--- src/rtl/pixel_coord_packer.sv ---
// Tags a raster-ordered 12-bit pixel stream with its (x,y) coordinate and emits
// {y, x, pix} words through a 2-entry registered output buffer (valid/ready).
module pixel_coord_packer #(
    parameter int IMG_W = 640,
    parameter int IMG_H = 480
) (
    input  logic        clk,
    input  logic        rst_n,
    input  logic        sof,
    input  logic [11:0] pix_in,
    input  logic        pix_valid,
    output logic        pix_ready,
    output logic [33:0] data_out,
    output logic        data_valid,
    input  logic        data_ready,
    output logic        frame_done,
    output logic        sof_err
);

    localparam logic [10:0] X_LAST = 11'(IMG_W - 1);
    localparam logic [10:0] Y_LAST = 11'(IMG_H - 1);

    typedef enum logic {
        WAIT_SOF,
        STREAM
    } state_t;

    state_t      state_q, state_d;
    logic [10:0] x_cnt_q, x_cnt_d;
    logic [10:0] y_cnt_q, y_cnt_d;
    logic [33:0] head_q, head_d;
    logic        head_vld_q, head_vld_d;
    logic [33:0] skid_q, skid_d;
    logic        skid_vld_q, skid_vld_d;
    logic        pix_ready_q, pix_ready_d;
    logic        frame_done_q, frame_done_d;
    logic        sof_err_q, sof_err_d;

    logic        acc;
    logic        pop;
    logic        push;
    logic [33:0] word;
    logic        at_last;

    always_ff @(posedge clk or negedge rst_n) begin
        if (!rst_n) begin
            state_q      <= WAIT_SOF;
            x_cnt_q      <= '0;
            y_cnt_q      <= '0;
            head_q       <= '0;
            head_vld_q   <= 1'b0;
            skid_vld_q   <= 1'b0;
            pix_ready_q  <= 1'b1;
            frame_done_q <= 1'b0;
            sof_err_q    <= 1'b0;
        end else begin
            state_q      <= state_d;
            x_cnt_q      <= x_cnt_d;
            y_cnt_q      <= y_cnt_d;
            head_q       <= head_d;
            head_vld_q   <= head_vld_d;
            skid_vld_q   <= skid_vld_d;
            pix_ready_q  <= pix_ready_d;
            frame_done_q <= frame_done_d;
            sof_err_q    <= sof_err_d;
        end
    end

    // Second-entry payload is qualified by skid_vld_q, so it needs no reset.
    always_ff @(posedge clk) begin
        skid_q <= skid_d;
    end

    always_comb begin
        acc          = pix_valid && pix_ready_q;
        pop          = head_vld_q && data_ready;
        at_last      = (x_cnt_q == X_LAST) && (y_cnt_q == Y_LAST);
        state_d      = state_q;
        x_cnt_d      = x_cnt_q;
        y_cnt_d      = y_cnt_q;
        frame_done_d = 1'b0;
        sof_err_d    = 1'b0;
        push         = 1'b0;
        word         = '0;

        if (acc) begin
            if (sof) begin
                // A sof pixel always starts a new frame at (0,0); mid-frame it is an
                // error unless it coincides with the last pixel of the current frame.
                push    = 1'b1;
                word    = {22'd0, pix_in};
                x_cnt_d = 11'd1;
                y_cnt_d = '0;
                state_d = STREAM;
                if (state_q == STREAM) begin
                    if (at_last) begin
                        frame_done_d = 1'b1;
                    end else begin
                        sof_err_d = 1'b1;
                    end
                end
            end else if (state_q == STREAM) begin
                push = 1'b1;
                word = {y_cnt_q, x_cnt_q, pix_in};
                if (x_cnt_q == X_LAST) begin
                    x_cnt_d = '0;
                    if (y_cnt_q == Y_LAST) begin
                        y_cnt_d      = '0;
                        frame_done_d = 1'b1;
                        state_d      = WAIT_SOF;
                    end else begin
                        y_cnt_d = y_cnt_q + 11'd1;
                    end
                end else begin
                    x_cnt_d = x_cnt_q + 11'd1;
                end
            end
        end
    end

    always_comb begin
        head_d     = head_q;
        head_vld_d = head_vld_q;
        skid_d     = skid_q;
        skid_vld_d = skid_vld_q;

        case ({push, pop})
            2'b10: begin
                if (!head_vld_q) begin
                    head_d     = word;
                    head_vld_d = 1'b1;
                end else begin
                    skid_d     = word;
                    skid_vld_d = 1'b1;
                end
            end
            2'b01: begin
                if (skid_vld_q) begin
                    head_d     = skid_q;
                    skid_vld_d = 1'b0;
                end else begin
                    head_vld_d = 1'b0;
                end
            end
            // Push only happens below two entries, so push+pop means one entry in flight.
            2'b11: begin
                head_d = word;
            end
            default: begin
            end
        endcase

        pix_ready_d = !(head_vld_d && skid_vld_d);
    end

    assign pix_ready  = pix_ready_q;
    assign data_out   = head_q;
    assign data_valid = head_vld_q;
    assign frame_done = frame_done_q;
    assign sof_err    = sof_err_q;

endmodule
--- config.mk ---
export PLATFORM = sky130hd
export DESIGN_NAME = pixel_coord_packer
export DESIGN_NICKNAME = d
export VERILOG_FILES = /design/src/rtl/pixel_coord_packer.sv
export SDC_FILE = /design/constraint.sdc
export NUM_CORES = 1
export LEC_CHECK = 0
export CORE_MARGIN = 1.5
export CORE_UTILIZATION = 48
export DETAILED_ROUTE_END_ITERATION = 7
export GPL_ROUTABILITY_DRIVEN = 0
export PLACE_DENSITY = 0.71
export SYNTH_ARGS = -nofsm -noshare
export SYNTH_HDL_FRONTEND = slang
export SYNTH_SLANG_ARGS = --single-unit
--- constraint.sdc ---
create_clock -name clk -period 7.6 [get_ports clk]
set_clock_uncertainty 0.2 [all_clocks]
set_input_delay 0.76 -clock clk [delete_from_list [all_inputs] [get_ports clk]]
set_output_delay 0.76 -clock clk [all_outputs]
set_load 0.01 [all_outputs]
==> run_results.csv <==
group,metric,value,unit
synth,synth-adder-area-share,0.0142,
setup_path,slowest_stage,"ha_2",
synth,synth_top_area_frac,0.346,
synth,ys.flop_type,"dfrtp_1",
synth,synth_xor_xnor_area_share,0.0119,
sta,worstMarginPinSlew,1120,ps
setup_path,cpLargestDelayFamily,"adder cells",
setup_path,max_stage_delay,1010,ps
route,wire_per_inst,15.7,um
global_route,grt_max_degree,69,
setup_path,cp-end-kind,"register",
synth,yosys.area.top_type,"dfrtp_1",
clock_tree,post_cts_buffers,0,
synth,synth_seq_cells,96,
sta,max_clock_freq,258,MHz
synth,syn_area,4410,um^2
synth,synth_compound_area_frac,0.114,
sta,fin_tns_setup,0,ps
sta,finalCritPeriodShare,0.511,
sta,setup_viol_count_final,0,
route,vias,3144,
synth,synth_top_family_by_area,"simple AND/OR/NAND/NOR gates",
sta,hold_viol_final,0,
outcome,outcome,"complete, but fails checks",
route,drtPass1Iterations,7,
floorplan,start_util,0.501,
clock_tree,htree_levels,3,
route,routed_wl,8940,um
placed_design,port_buffers,54,
clock_tree,cts-buffers-inserted,9,
clock_tree,root_buffer,"clkbuf_8",
global_route,grt_util_all_layers,0.191,
floorplan,die_w,98.9,um
hold_path,worst_hold_path_type,"reg -> reg",
clock_tree,cts_sinks,96,
power_and_ir_drop,p_int,1.15,mW
synth,syn_nets,434,
clock_tree,cts_resized,0,
cells_and_area,antenna-diode-count,0,
setup_path,crit_path_cell_trace,"clkdlybuf4s50_1, o211ai_2, ha_2, nor2b_1, nor3_4, buf_4, nor2_1, a21oi_1",
power_and_ir_drop,power_frac_comb,0.334,
cells_and_area,drive_above_1_share,0.0606,
route,drc_errors,5,
synth,synth_async_sr_flop_share,0.646,
clock_tree,path_clk_slew,100,ps
synth,synth_edf_count,34,
clock_tree,cts_hold_buffers,0,
setup_path,arrival,3890,ps
setup_path,required,7610,ps
outcome,violations,"design-rule violations",
cells_and_area,final_common_cell,"dfrtp_1",
setup_path,startpoint_type,"input pin",
floorplan,fp-row-count,34,
clock_tree,cts_buffer_depth,2,
global_route,grt-ovfl-total,0,
floorplan,core,8810,um^2
floorplan,ios,55,
synth,syn_avg_cell_area,10.7,um^2
sta,slew_viol_final,0,
synth,synth_area_leaders,"dfrtp_1 (35%), edfxtp_1 (23%), a31oi_1 (5.2%)",
cells_and_area,syn_to_final_growth,18.4,%
sta,rsz0062_at_grt,"no",
floorplan,dieArea,9780,um^2
setup_path,path_class,"in -> reg",
power_and_ir_drop,power_leakage,1.99,nW
cells_and_area,final_cell_mix,"dfrtp_1 (61), clkdlybuf4s50_1 (53), nor2_1 (49), nand2_1 (37), a31oi_1 (37)",
power_and_ir_drop,p_sw_frac,0.317,
synth,synthCells,412,
sta,post-route-min-period,3880,ps
cells_and_area,nets,479,
sta,slew_headroom,0.255,
run,cap_violations,0,
synth,yosys_warnings,0,
power_and_ir_drop,power.density,322,nW/um^2
synth,synthSimpleGateAreaFrac,0.221,
cells_and_area,nFillCells,754,
setup_path,critPathMaxFanout,68,
power_and_ir_drop,pwr-share-clk,0.212,
synth,yosys-mux-area-fraction,0.0272,
clock_tree,cts_tree,"done",
placed_design,place_hpwl,5820,um
global_route,antenna_found_initial,0,
power_and_ir_drop,switching_power,0.534,mW
cells_and_area,final_util,0.593,
route,postRouteAntennaNets,0,
floorplan,die_y,98.9,um
setup_path,crit_buf_inv,2,
route,drt-initial-drc-count,126,
clock_tree,insertion_delay,360,ps
synth,synth_cell_type_count,47,
route,routed_via_density,5.52,
global_route,grt_pass1_wl,14800,um
power_and_ir_drop,ir_drop,0.000137,V
synth,ys_seq_area_frac,0.583,
power_and_ir_drop,pwr-share-seq,0.454,
global_route,grt_pass1_vias,3034,
-- flip-flops by register name, indices dropped and copies added, names as in the netlist --
register	cells
y_cnt_q	11
skid_q	34
frame_done	1
state_q	1
data_valid	1
data_out	34
skid_vld_q	1
pix_ready	1
x_cnt_q	11
sof_err	1
-- worst reg2reg max path, cell delays in order (launching register included) --
cell and delay, ps:
dfrtp_1 480, o211ai_2 380, ha_2 1010, nor2b_1 320, nor3_4 50, buf_4 320, nor2_1 220, a21oi_1 60
-- cells by family after synthesis --
group | Yosys count
simple gates | 184
flops | 96
xor+xnor | 6
compound gates | 80
buf+inv | 29
fa+ha+maj | 5
mux | 12
-- Yosys cell counts, types with 4 or more instances --
| master | number |
|---|---|
| a21oi_1 | 21 |
| nand2b_1 | 26 |
| a31oi_1 | 37 |
| ha_1 | 5 |
| clkbuf_1 | 10 |
| and3_1 | 9 |
| nand4_1 | 5 |
| nand2_1 | 37 |
| nor3_1 | 6 |
| dfrtp_1 | 61 |
| and4_1 | 4 |
| mux2i_1 | 12 |
| and2_1 | 33 |
| buf_2 | 9 |
| o21ai_0 | 7 |
| nor2_1 | 49 |
| xor2_1 | 4 |
| edfxtp_1 | 34 |
| inv_1 | 6 |
| nand3_1 | 4 |
-- power groups by stage --
stage	Clock, mW	Combinational (mW)	Sequential, mW
finish	0.357	0.561	0.764
global route	0.385	0.617	0.783
detailed placement	0	0.567	0.777
CTS	0.365	0.570	0.766
global placement	0	0.552	0.775
floorplan	0	0.254	0.809
-- final cells by class --
cell class / count / area, um^2 / share of cell area
Clock buffer: 11 / 131 / 0.0251
Inverter: 6 / 22.5 / 0.00431
Clock inverter: 5 / 82.6 / 0.0158
Multi-Input combinational cell: 287 / 1720 / 0.330
Sequential cell: 96 / 2570 / 0.493
Tap cell: 108 / 135 / 0.0259
Timing Repair Buffer: 57 / 558 / 0.107
-- metrics by stage --
stage / cell area, um^2 / std cells / power [mW] / setup slack (ps) / hold WS [ps]
2_1_floorplan: 4410 / 412 / 1.06 / 4350 / 264
3_3_place_gp: 5010 / 554 / 1.33 / 3460 / 311
3_5_place_dp: 5010 / 554 / 1.34 / 3340 / 324
4_1_cts: 5230 / 570 / 1.70 / 3700 / 336
5_1_grt: 5230 / 570 / 1.78 / 3440 / 358
6_report: 5230 / 570 / 1.68 / 3720 / 330
-- worst paths after layout --
kind	startpoint	endpoint	slack, ps	depth (start not counted)
setup / recovery	sof	data_out[10]	3720	8
hold / removal	skid_q[16]	data_out[16]	330	2
setup reg to reg	state_q	data_out[10]	4420	7
hold reg to reg	skid_q[16]	data_out[16]	330	2
max in group asynchronous	rst_n	y_cnt_q[1]	6330	2
min in group asynchronous	rst_n	data_out[20]	360	2
-- layer usage --
metal	track usage	vias up	part of all wire
met4	0.0703	0	0.0064
met1	0.279	1531	0.51
li1	-	1555	-
met2	0.288	53	0.45
met5	0	-	0
met3	0.0355	5	0.035
No activity file was read; power rests on OpenSTA's default activity.
